File: config.mk
export PLATFORM = sky130hd
export DESIGN_NAME = fetch_stage
export DESIGN_NICKNAME = d
export VERILOG_FILES = /design/src/rtl/fetch_pkg.sv /design/src/rtl/fetch_fifo.sv /design/src/rtl/fetch_stage.sv
export SDC_FILE = /design/constraint.sdc
export NUM_CORES = 1
export LEC_CHECK = 0
export CAP_MARGIN = 20
export CORE_MARGIN = 5
export CORE_UTILIZATION = 50
export CTS_BUF_LIST = sky130_fd_sc_hd__clkbuf_4
export DETAILED_ROUTE_END_ITERATION = 10
export PLACE_DENSITY = 0.84
export SYNTH_ARGS = -nofsm -noshare
export SYNTH_HDL_FRONTEND = slang
export SYNTH_SLANG_ARGS = --single-unit
File: constraint.sdc
create_clock -name clk -period 3.5 [get_ports clk]
set_input_delay 0.7 -clock clk [delete_from_list [all_inputs] [get_ports clk]]
set_output_delay 0.7 -clock clk [all_outputs]
set_load 0.005 [all_outputs]
File: src/rtl/fetch_pkg.sv
// rtl/fetch_pkg.sv - shared types and constants for the instruction-fetch stage
package fetch_pkg;

  localparam logic [31:0] INST_NOP = 32'h00000013;
  localparam logic [63:0] PC_STEP  = 64'd4;

  typedef struct packed {
    logic [63:0] pc;
    logic [31:0] inst;
  } fetch_entry_t;

  typedef enum logic {
    RUN      = 1'b0,
    MISALIGN = 1'b1
  } fetch_state_e;

  function automatic logic [63:0] align_pc(input logic [63:0] addr);
    return {addr[63:2], 2'b00};
  endfunction

endpackage

File: src/rtl/fetch_fifo.sv
// rtl/fetch_fifo.sv - synchronous FIFO with flush and occupancy count
// Push and pop may coincide at any occupancy; flush overrides both.
module fetch_fifo
  import fetch_pkg::*;
#(
  parameter int  DEPTH = 4,
  parameter type T     = fetch_entry_t
) (
  input  logic                   clk,
  input  logic                   rst_n,
  input  logic                   flush,
  input  logic                   push,
  input  T                       push_data,
  input  logic                   pop,
  output T                       head,
  output logic                   empty,
  output logic [$clog2(DEPTH):0] count
);

  localparam int AW = $clog2(DEPTH);
  localparam int CW = AW + 1;

  T              mem_q [DEPTH];
  T              mem_d [DEPTH];
  logic [AW-1:0] wr_ptr_q, wr_ptr_d;
  logic [AW-1:0] rd_ptr_q, rd_ptr_d;
  logic [CW-1:0] count_q, count_d;

  always_comb begin
    mem_d    = mem_q;
    wr_ptr_d = wr_ptr_q;
    rd_ptr_d = rd_ptr_q;
    count_d  = count_q;
    if (flush) begin
      wr_ptr_d = '0;
      rd_ptr_d = '0;
      count_d  = '0;
    end else begin
      if (push) begin
        mem_d[wr_ptr_q] = push_data;
        wr_ptr_d        = wr_ptr_q + AW'(1);
      end
      if (pop) begin
        rd_ptr_d = rd_ptr_q + AW'(1);
      end
      count_d = count_q + CW'(push) - CW'(pop);
    end
  end

  always_ff @(posedge clk or negedge rst_n) begin
    if (!rst_n) begin
      for (int i = 0; i < DEPTH; i++) begin
        mem_q[i] <= '0;
      end
      wr_ptr_q <= '0;
      rd_ptr_q <= '0;
      count_q  <= '0;
    end else begin
      mem_q    <= mem_d;
      wr_ptr_q <= wr_ptr_d;
      rd_ptr_q <= rd_ptr_d;
      count_q  <= count_d;
    end
  end

  assign head  = mem_q[rd_ptr_q];
  assign empty = (count_q == '0);
  assign count = count_q;

endmodule

File: src/rtl/fetch_stage.sv
// rtl/fetch_stage.sv - PC owner, imem request/response tracking and ID-side buffer
// Optional misaligned-redirect reporting is enabled with FETCH_MISALIGN_CHECK_EN.
module fetch_stage
  import fetch_pkg::*;
#(
  parameter logic [63:0] RESET_PC        = 64'h0,
  parameter int          FIFO_DEPTH      = 4,
  parameter int          MAX_OUTSTANDING = 2
) (
  input  logic        clk,
  input  logic        reset,
  input  logic        branch_taken_in,
  input  logic [63:0] branch_target_in,
  output logic        imem_req_valid,
  input  logic        imem_req_ready,
  output logic [63:0] imem_req_addr,
  input  logic        imem_resp_valid,
  input  logic [31:0] imem_resp_data,
  output logic        if_valid,
  input  logic        if_ready,
  output logic [63:0] if_pc,
  output logic [31:0] if_inst
`ifdef FETCH_MISALIGN_CHECK_EN
  ,
  output logic        if_misaligned
`endif
);

  localparam int OW = $clog2(MAX_OUTSTANDING + 1);
  localparam int CW = $clog2(FIFO_DEPTH) + 1;
  localparam int SW = ((OW > CW) ? OW : CW) + 1;
  localparam logic [OW-1:0] OUT_MAX  = OW'(MAX_OUTSTANDING);
  localparam logic [SW-1:0] CRED_MAX = SW'(FIFO_DEPTH);

  logic [63:0]   pc_q, pc_d;
  logic [63:0]   resp_pc_q, resp_pc_d;
  logic [OW-1:0] outstanding_q, outstanding_d;
  logic [OW-1:0] drop_cnt_q, drop_cnt_d;
  fetch_state_e  state_q, state_d;

  logic          req_fire;
  logic          resp_keep;
  logic          tgt_misaligned;
  logic [63:0]   tgt_aligned;
  logic          fifo_valid;
  logic          fifo_pop;
  logic          fifo_empty;
  logic [CW-1:0] fifo_count;
  fetch_entry_t  fifo_head;
  fetch_entry_t  fifo_push_data;

  assign tgt_aligned = align_pc(branch_target_in);
`ifdef FETCH_MISALIGN_CHECK_EN
  assign tgt_misaligned = (branch_target_in[1:0] != 2'b00);
`else
  assign tgt_misaligned = 1'b0;
`endif

  // Credit covers both in-flight requests and buffered entries, so every response has a slot.
  always_comb begin
    imem_req_valid = reset && (state_q == RUN) && !branch_taken_in
                     && (outstanding_q < OUT_MAX)
                     && ((SW'(outstanding_q) + SW'(fifo_count)) < CRED_MAX);
    imem_req_addr  = pc_q;
  end

  assign req_fire  = imem_req_valid && imem_req_ready;
  assign resp_keep = imem_resp_valid && !branch_taken_in && (drop_cnt_q == '0);

  always_comb begin
    pc_d          = pc_q;
    resp_pc_d     = resp_pc_q;
    drop_cnt_d    = drop_cnt_q;
    state_d       = state_q;
    outstanding_d = outstanding_q + OW'(req_fire) - OW'(imem_resp_valid);
    if (branch_taken_in) begin
      pc_d       = tgt_aligned;
      resp_pc_d  = tgt_aligned;
      // Everything still in flight after this cycle belongs to the wrong path.
      drop_cnt_d = outstanding_d;
      state_d    = tgt_misaligned ? MISALIGN : RUN;
    end else begin
      if (req_fire) begin
        pc_d = pc_q + PC_STEP;
      end
      if (resp_keep) begin
        resp_pc_d = resp_pc_q + PC_STEP;
      end
      if (imem_resp_valid && (drop_cnt_q != '0)) begin
        drop_cnt_d = drop_cnt_q - OW'(1);
      end
    end
  end

  always_ff @(posedge clk or negedge reset) begin
    if (!reset) begin
      pc_q          <= RESET_PC;
      resp_pc_q     <= RESET_PC;
      outstanding_q <= '0;
      drop_cnt_q    <= '0;
      state_q       <= RUN;
    end else begin
      pc_q          <= pc_d;
      resp_pc_q     <= resp_pc_d;
      outstanding_q <= outstanding_d;
      drop_cnt_q    <= drop_cnt_d;
      state_q       <= state_d;
    end
  end

  assign fifo_push_data = '{pc: resp_pc_q, inst: imem_resp_data};
  assign fifo_valid     = !fifo_empty && !branch_taken_in && (state_q == RUN);
  assign fifo_pop       = fifo_valid && if_ready;

  fetch_fifo #(
    .DEPTH (FIFO_DEPTH),
    .T     (fetch_entry_t)
  ) u_fifo (
    .clk       (clk),
    .rst_n     (reset),
    .flush     (branch_taken_in),
    .push      (resp_keep),
    .push_data (fifo_push_data),
    .pop       (fifo_pop),
    .head      (fifo_head),
    .empty     (fifo_empty),
    .count     (fifo_count)
  );

`ifdef FETCH_MISALIGN_CHECK_EN
  logic [63:0] mis_pc_q, mis_pc_d;
  logic        mis_pending_q, mis_pending_d;

  always_comb begin
    mis_pc_d      = mis_pc_q;
    mis_pending_d = mis_pending_q;
    if (branch_taken_in) begin
      mis_pc_d      = branch_target_in;
      mis_pending_d = tgt_misaligned;
    end else if ((state_q == MISALIGN) && mis_pending_q && if_ready) begin
      mis_pending_d = 1'b0;
    end
  end

  always_ff @(posedge clk or negedge reset) begin
    if (!reset) begin
      mis_pc_q      <= '0;
      mis_pending_q <= 1'b0;
    end else begin
      mis_pc_q      <= mis_pc_d;
      mis_pending_q <= mis_pending_d;
    end
  end

  always_comb begin
    if_valid      = fifo_valid;
    if_pc         = fifo_head.pc;
    if_inst       = fifo_head.inst;
    if_misaligned = 1'b0;
    if (state_q == MISALIGN) begin
      if_valid      = mis_pending_q && !branch_taken_in;
      if_pc         = mis_pc_q;
      if_inst       = INST_NOP;
      if_misaligned = mis_pending_q && !branch_taken_in;
    end
  end
`else
  always_comb begin
    if_valid = fifo_valid;
    if_pc    = fifo_head.pc;
    if_inst  = fifo_head.inst;
  end
`endif

endmodule

==> results.toml, run 1 <==
[outcome]
status = "complete, no violations"

[grt]
grt_pass1_wl_mm = 103
grt_max_degree = 162
antenna_found_initial = 4
grt_overflow_total = 0
grt_pass1_vias = 18300
grt.total_usage = 0.249

[sta]
clock_skew_ps = 43.2
hold_slack_ps = 188
min_period_over_period = 0.973
rsz0062_at_grt = "yes"
setup_viol = 0
fmax_ghz = 0.294
hold_violations = 0
slew_headroom = 0.349
finalMaxSlewViolations = 0
layout_min_cycle_time_ps = 3410
fin_tns_setup_ps = 0
tightest_slew_ps = 976

[clock_tree]
cts_tree = "done"
cts_max_level = 4
ctsRootBufferMaster = "clkbuf_4"
clk_pin_slew_ps = 60
cts_buffer_depth = 3
cts_sinks = 511
clk_latency_ps = 960
cts_buffers = 137

[drt]
vias_per_cell = 5.93
drt-pass1-iter-count = 6
wl_per_cell_um = 22.6
drc = 0
dr_total_vias = 17000
drtIter0Drc = 1465
routed_wl_mm = 64.6
ant_nets = 0

[power_and_ir_drop]
p_leak_nw = 13.2
powerDensity_mw_per_mm2 = 682
vdd_drop_max_uv = 273
finalPower_mw = 20.0

[yosys]
syn_inst = 1818
ys.flop_type = "dfrtp_1"
synth-seq-cells = 511
synth-async-reset-ratio = 1.00
postSynthAreaPerCell_um2 = 13.2
ys_types = 55
yosys_warnings = 0
synth.most_common_cell = "dfrtp_1"
seq_area_frac_synth = 0.534
synth_commonest_cells = "511 x dfrtp_1, 379 x mux2_2, 142 x nand2_1"
syn_area_mm2 = 0.0239
synth_edf_count = 0
synth_top_area_cell = "dfrtp_1"
synth_top_area_frac = 0.534
synthTopCellsByArea = "dfrtp_1 53%, mux2_2 18%, mux4_2 8.8%"

[worst_setup_path]
r2r_slack_ps = 740
reg2regPathDepth = 9
regToRegEndpoint = "imem_req_addr[54]"
path_class = "reg -> out"
required_ps = 2800
worstSetupEndpointType = "output pin"
arrival_ps = 2710
cp_max_fo = 21
rr_startpoint = "imem_req_addr[3]"
critPathLaunchType = "flop"

[floorplan]
rows = 80
dieHeight_um = 229
die_x_um = 229
initial_core_util = 0.504
ios = 264
dieArea_mm2 = 0.0524
core_mm2 = 0.0475

[min_path]
hold_class = "in -> async"

[placement]
place.gp.congestion = 0.909
io_buffers = 257
dpl.hpwl_mm = 42.0

[run]
cap_violations = 0

[final_layout]
fin_nets = 2262
area_growth_pct = 22.3
drive_above_1_share = 0.350
## worst max-delay path, stage by stage (launching register included)
cell             delay (ps)
dfrtp_4                 460
buf_12                  230
mux4_2                  530
clkdlybuf4s50_1         550
## registers in the layout (all words and copies together) (netlist names)
signal and flops:
u_fifo.rd_ptr_q 2, drop_cnt_q 2, u_fifo.wr_ptr_q 2, imem_req_addr 62, resp_pc_q 62, u_fifo.count 3
outstanding_q 2, u_fifo.mem_q 376
## cell type report
cell class | count | area, um2
multi-input combinational | 1155 | 10600
sequential | 511 | 12800
inverter | 25 | 93.8
clock inverter | 28 | 165
fill | 3576 | 18300
clock buffer | 204 | 1530
antenna | 6 | 15.0
timing repair buffer | 317 | 3340
tap | 615 | 769
## through the flow
step	utilization	cell area, um2	std cells	worst slack (ps)
3_5_place_dp	0.573	27200	2600	489
3_3_place_gp	0.573	27200	2600	552
4_1_cts	0.615	29200	2851	-70.7
6_report	0.616	29300	2861	93.0
5_1_grt	0.616	29300	2858	-60.9
2_1_floorplan	-	24000	1821	591
## routing by layer
| metal | up-vias | wire [um] | track usage |
|---|---|---|---|
| met2 | 731 | 31300 | 0.396 |
| met3 | 121 | 5530 | 0.0798 |
| met4 | 4 | 1840 | 0.0906 |
| met1 | 8747 | 26000 | 0.325 |
| met5 | - | 15 | 0 |
| li1 | 7376 | - | - |
## where the power goes
part | switching [mW] | internal (mW)
registers | 0.977 | 7.38
clock network | 2.44 | 2.79
logic | 2.43 | 3.93
total | 5.85 | 14.1
## how the worst max path moves through the flow
stage                       start         endpoint  slack, ps  depth (start not counted)
3_5_place_dp      imem_resp_valid    resp_pc_q[56]        490                          8
4_1_cts        u_fifo.rd_ptr_q[0]        if_pc[48]        -70                          4
6_report       u_fifo.rd_ptr_q[0]        if_pc[41]         90                          3
2_1_floorplan     branch_taken_in  u_fifo.count[2]        590                         12
5_1_grt        u_fifo.rd_ptr_q[0]        if_pc[41]        -60                          3
3_3_place_gp      imem_resp_valid    resp_pc_q[60]        550                          7
## cell families after synthesis
family                   Yosys count  synth area share
other                              1          0.000157
AND/OR/NAND/NOR                  402            0.0886
buffers and inverters            155            0.0269
adder cells (fa/ha/maj)           13           0.00711
XOR/XNOR                          91            0.0333
flip-flops                       511             0.534
AO/OA/AOI/OAI                    171            0.0431
multiplexers                     474             0.267
## cells in the final DEF, fill, tap and decap left out, types with 16 or more instances in the layout
| master | Yosys | layout |
|---|---|---|
| buf_12 | 0 | 17 |
| buf_4 | 5 | 33 |
| o21ai_1 | 16 | 16 |
| nand2_1 | 142 | 138 |
| dlygate4sd2_1 | 0 | 32 |
| nor3_1 | 18 | 18 |
| clkdlybuf4s50_1 | 0 | 192 |
| xor2_1 | 41 | 41 |
| o21ai_0 | 74 | 74 |
| mux4_2 | 94 | 94 |
| dfrtp_1 | 511 | 509 |
| nand4_1 | 39 | 39 |
| xnor2_1 | 50 | 50 |
| inv_1 | 24 | 23 |
| mux2_2 | 379 | 379 |
| clkinv_1 | 0 | 18 |
| nor2_1 | 51 | 51 |
| clkbuf_4 | 0 | 204 |
| and3_1 | 25 | 25 |
| nand3_1 | 56 | 56 |
| a21oi_1 | 20 | 20 |
| o211ai_1 | 21 | 21 |
## repair_timing
action                     4_1_cts  5_1_grt
setup buffers                   14        5
setup endpoints to repair       94       20
gates cloned                     4        0
hold endpoints to repair        67        0
gates resized for setup         90       15
hold buffers                     1        0
(Power assumes the default switching activity.)
==> run 2: changes to the inputs <==
- CORE_ASPECT_RATIO: unset -> 2
==> run 2 against run 1 <==
Compared with the run above: maximum frequency rose by 1.2%; clock skew up 66 ps; clock-buffer cell count down 49; first-iteration DRC count fell by 21%; utilization fell by 0.73 points; power shrank 3.0%; wire length grew 0.22%; sequential share of layout area grew 0.56 points; clock power decreased by 14%.
==> results.toml, run 2 (synthesized netlist as in run 1, its figures left out) <==
[grt]
use_met2 = 0.436
grt_pass1_wl_mm = 102
busiest_layer = "met2"
grt_pass1_vias = 18400
antenna_found_initial = 3
grt_max_degree = 208
grt_util_met3 = 0.0509
grtUsageMet1 = 0.280
grt.total_usage = 0.248
grt_overflow_total = 0

[worst_setup_path]
arrival_ps = 2670
worstSetupEndpointType = "output pin"
crit_path_top_delay_cell = "mux4_2"
path_class = "reg -> out"
reg2regPathDepth = 7
worst-path-stages = 3
critPathLaunchType = "flop"
cp_max_fo = 26
crit_buf_inv = 2
cp_slowest_stage_delay_ps = 570
crit_family = "buffers and inverters"
required_ps = 2800
path_cells = "buf_16 -> mux4_2 -> clkdlybuf4s50_1"

[clock_tree]
cts_max_level = 3
cts_buffer_depth = 3
cts_tree = "done"
cts_sinks = 511
cts_buffers = 113
clk_pin_slew_ps = 80
ctsRootBufferMaster = "clkbuf_4"
clk_latency_ps = 890

[drt]
drc = 0
dr_total_vias = 16600
vias_per_cell = 5.90
drtIter0Drc = 1155
routed_wl_mm = 64.8
wl_per_cell_um = 23.0
drt-pass1-iter-count = 8
ant_nets = 0

[sta]
setup_viol = 0
slew_headroom = 0.253
layout_min_cycle_time_ps = 3370
rsz0062_at_grt = "yes"
fin_tns_setup_ps = 0
tightest_slew_ps = 1120
min_period_over_period = 0.962
clock_skew_ps = 109
hold_violations = 0
fmax_ghz = 0.297
finalMaxSlewViolations = 0

[min_path]
hold_class = "in -> async"

[placement]
io_buffers = 257
dpl.hpwl_mm = 44.6
place.gp.congestion = 0.907
placed_cells = 2614

[final_layout]
largest_reg_flops = 376
layout_commonest_cell = "dfrtp_1"
area_growth_pct = 20.7
largest-register = "u_fifo.mem_q"
register_area_mm2 = 0.0128
drive_above_1_share = 0.326
layoutNonFillerInstCount = 2821
fin_nets = 2223
multi_input_area_mm2 = 0.0106
fill_cells = 3672
final_cell_mix = "509 x dfrtp_1, 379 x mux2_2, 217 x clkdlybuf4s50_1"

[floorplan]
dieHeight_um = 320
core_mm2 = 0.0475
initial_core_util = 0.504
dieArea_mm2 = 0.0526
ios = 264
die_x_um = 165
rows = 113

[outcome]
status = "complete, no violations"

[power_and_ir_drop]
vdd_drop_max_uv = 337
p_leak_nw = 13.0
powerDensity_mw_per_mm2 = 669
finalPower_mw = 19.4

[run]
cap_violations = 0
run 2: report_power, final:
part / internal [mW] / total, mW / switching [mW]
clock network: 2.20 / 4.50 / 2.30
logic: 3.97 / 6.47 / 2.50
registers: 7.38 / 8.38 / 1.01
total: 13.5 / 19.4 / 5.81
run 2: per-stage QoR:
stage	worst slack (ps)	instance area, um2	utilization	hold slack (ps)
6_report	134	28900	0.608	308
5_1_grt	-6.39	28900	0.608	296
4_1_cts	-1.17	28800	0.607	236
3_5_place_dp	438	27300	0.574	470
3_3_place_gp	526	27300	0.574	456
2_1_floorplan	591	24000	-	404
run 2: repair_timing:
item	in CTS	in global routing
resized for setup	25	21
endpoints found under the setup margin	94	21
gates cloned	4	1
hold endpoints to repair	38	0
buffers inserted	4	0
hold buffers	2	0
run 2: layout make-up:
| class | instances | share of cell area |
|---|---|---|
| multi-input combinational | 1155 | 0.365 |
| timing repair buffer | 302 | 0.113 |
| tap | 632 | 0.0274 |
| inverter | 25 | 0.00325 |
| clock buffer | 155 | 0.0403 |
| sequential | 511 | 0.443 |
| antenna | 2 | 0.000173 |
| clock inverter | 39 | 0.00783 |
run 2: worst paths after layout:
check                                    end  slack [ps]                 from
min in group clk            imem_req_addr[9]         430  branch_target_in[9]
min reg2reg                u_fifo.mem_q[330]         480    u_fifo.mem_q[330]
max                              if_inst[17]         130   u_fifo.rd_ptr_q[0]
max reg2reg                imem_req_addr[60]         740     imem_req_addr[2]
max in group asynchronous  u_fifo.mem_q[373]        1650                reset
min                        u_fifo.mem_q[250]         310                reset
run 2: layer usage:
metal  share of wire  wire [um]  vias to the layer above
li1                -          -                     7274
met4           0.055       3550                        0
met2            0.53      34200                      661
met3           0.060       3910                      182
met5               0          0                        -
met1            0.36      23100                     8517
run 2: worst register-to-register path, stage by stage (launching register included):
cell      delay (ps)
dfrtp_1          430
ha_1             210
and4_1           180
nand4_1          370
nor4bb_2         430
buf_4            270
nand3_1          240
o311ai_0         420
==> run 3: changes to the inputs <==
- GPL_ROUTABILITY_DRIVEN: unset -> 1
- PLACE_DENSITY: 0.84 -> 0.73
==> run 3 against run 2 <==
Compared with the run above: critical path depth is the same; highest routed layer unchanged; critical endpoint is now if_pc[28]; sequential share of layout area shrank 0.18 points; cell area grew 0.41%; clock skew shrank 72 ps; largest cell class unchanged; maximum frequency shrank 0.54%; clock power grew 3%; combinational power shrank 2%; die area is the same.
==> results.toml, run 3 (synthesized netlist as in run 1, its figures left out) <==
[worst_setup_path]
reg2regPathDepth = 9
crit_path_top_delay_cell = "dfrtp_4"
cp_max_fo = 18
cp-endpoint = "if_pc[28]"
critPathLaunchType = "flop"
regToRegEndpoint = "imem_req_addr[20]"
worst-path-stages = 3
rr_startpoint = "u_fifo.count[1]"
path_class = "reg -> out"
r2r_slack_ps = 800
crit_buf_inv = 2
cp-startpoint = "u_fifo.rd_ptr_q[0]"
worstSetupEndpointType = "output pin"
required_ps = 2800
arrival_ps = 2680
crit_family = "buffers and inverters"
cp_slowest_stage_delay_ps = 560
path_cells = "buf_16 -> mux4_2 -> clkdlybuf4s50_1"

[final_layout]
largest_reg_flops = 376
layout_commonest_cell = "dfrtp_1"
largest-register = "u_fifo.mem_q"
final_cell_mix = "509 x dfrtp_1, 379 x mux2_2, 207 x clkdlybuf4s50_1"
fin_nets = 2239
area_growth_pct = 21.2
drive_above_1_share = 0.334

[sta]
hold_slack_ps = 203
fmax_ghz = 0.295
slew_headroom = 0.297
hold_violations = 0
layout_min_cycle_time_ps = 3380
tightest_slew_ps = 1050
clock_skew_ps = 36.3
min_period_over_period = 0.967
finalMaxSlewViolations = 0
setup_viol = 0
fin_tns_setup_ps = 0

[grt]
grt.total_usage = 0.251
grt_pass1_wl_mm = 102
grt_overflow_total = 0
antenna_found_initial = 2
grt_max_degree = 170
grt_pass1_vias = 17900

[clock_tree]
cts_buffers = 114
cts_sinks = 511
ctsRootBufferMaster = "clkbuf_4"
clk_latency_ps = 830
clk_pin_slew_ps = 70
cts_tree = "done"
cts_max_level = 3
cts_buffer_depth = 3

[drt]
ant_nets = 0
drtIter0Drc = 828
wl_per_cell_um = 22.8
drc = 0
routed_wl_mm = 65.0
drt-pass1-iter-count = 5
dr_total_vias = 16400
vias_per_cell = 5.76

[power_and_ir_drop]
powerDensity_mw_per_mm2 = 666
vdd_drop_max_uv = 343
p_leak_nw = 13.0

[floorplan]
dieHeight_um = 320
initial_core_util = 0.504
rows = 113
core_mm2 = 0.0475
ios = 264
die_x_um = 165
dieArea_mm2 = 0.0526

[placement]
place.gp.congestion = 0.893
dpl.hpwl_mm = 45.3
io_buffers = 257

[outcome]
status = "complete, no violations"

[run]
cap_violations = 0

[min_path]
hold_class = "in -> reg"
[run 3: cell count changes in the layout (fill, tap and decap cells not counted), sizes merged, moves of 10 or more]
cell and delta:
clkbuf +13, buf +16, dlygate4sd2 +29, dlymetal6s2s -20, clkdlybuf4s50 -10
[run 3: worst min-delay path by stage]
stage	startpoint	to	slack, ps	depth (start not counted)
global placement	u_fifo.mem_q[94]	u_fifo.mem_q[94]	460	2
CTS	branch_taken_in	u_fifo.rd_ptr_q[0]	110	2
detailed placement	u_fifo.mem_q[137]	u_fifo.mem_q[137]	470	2
global route	branch_taken_in	u_fifo.rd_ptr_q[1]	160	2
finish	branch_taken_in	u_fifo.wr_ptr_q[1]	200	2
floorplan	reset	drop_cnt_q[0]	400	0
[run 3: repair_timing]
| action | 4_1_cts | 5_1_grt |
|---|---|---|
| gates cloned | 3 | 0 |
| buffers inserted | 6 | 8 |
| hold endpoints to repair | 29 | 0 |
| resized for setup | 56 | 1 |
| endpoints found under the setup margin | 94 | 13 |
| hold buffers | 1 | 0 |
[run 3: worst reg2reg max path: cells and delay by family, from the launching register on]
family	cells	cell delay, ps
AND/OR/NAND/NOR	4	1060
flip-flops	1	460
buffers and inverters	2	440
multiplexers	1	260
adder cells (fa/ha/maj)	1	220
XOR/XNOR	1	140
[run 3: layer usage]
layer	GRT usage	wire length [um]
met4	0.117	2900
met1	0.295	24600
met5	0	0
met2	0.438	34200
met3	0.0501	3220
[run 3: area by class of cell]
| class | instances | area [um2] |
|---|---|---|
| Inverter | 25 | 93.8 |
| Timing Repair Buffer | 317 | 3310 |
| Clock inverter | 35 | 193 |
| Multi-Input combinational cell | 1155 | 10600 |
| Sequential cell | 511 | 12800 |
| Clock buffer | 169 | 1270 |
| Fill cell | 3871 | 18500 |
| Antenna cell | 2 | 5.00 |
| Tap cell | 632 | 791 |
[run 3: through the flow]
step,area (um2),cells,setup WS (ps),power [mW],utilization
2_1_floorplan,24000,1821,591,11.6,-
3_3_place_gp,27400,2622,525,14.6,0.576
3_5_place_dp,27400,2622,439,14.9,0.576
4_1_cts,29000,2836,-26.3,19.6,0.610
5_1_grt,29000,2846,-5.94,20.5,0.611
6_report,29000,2846,116,19.3,0.611
[run 3: report_power, final]
part	switching [mW]	internal [mW]	total, mW	leakage, nW
Sequential	0.999	7.38	8.38	6.59
Combinational	2.42	3.89	6.31	5.49
Clock	2.30	2.35	4.65	0.868
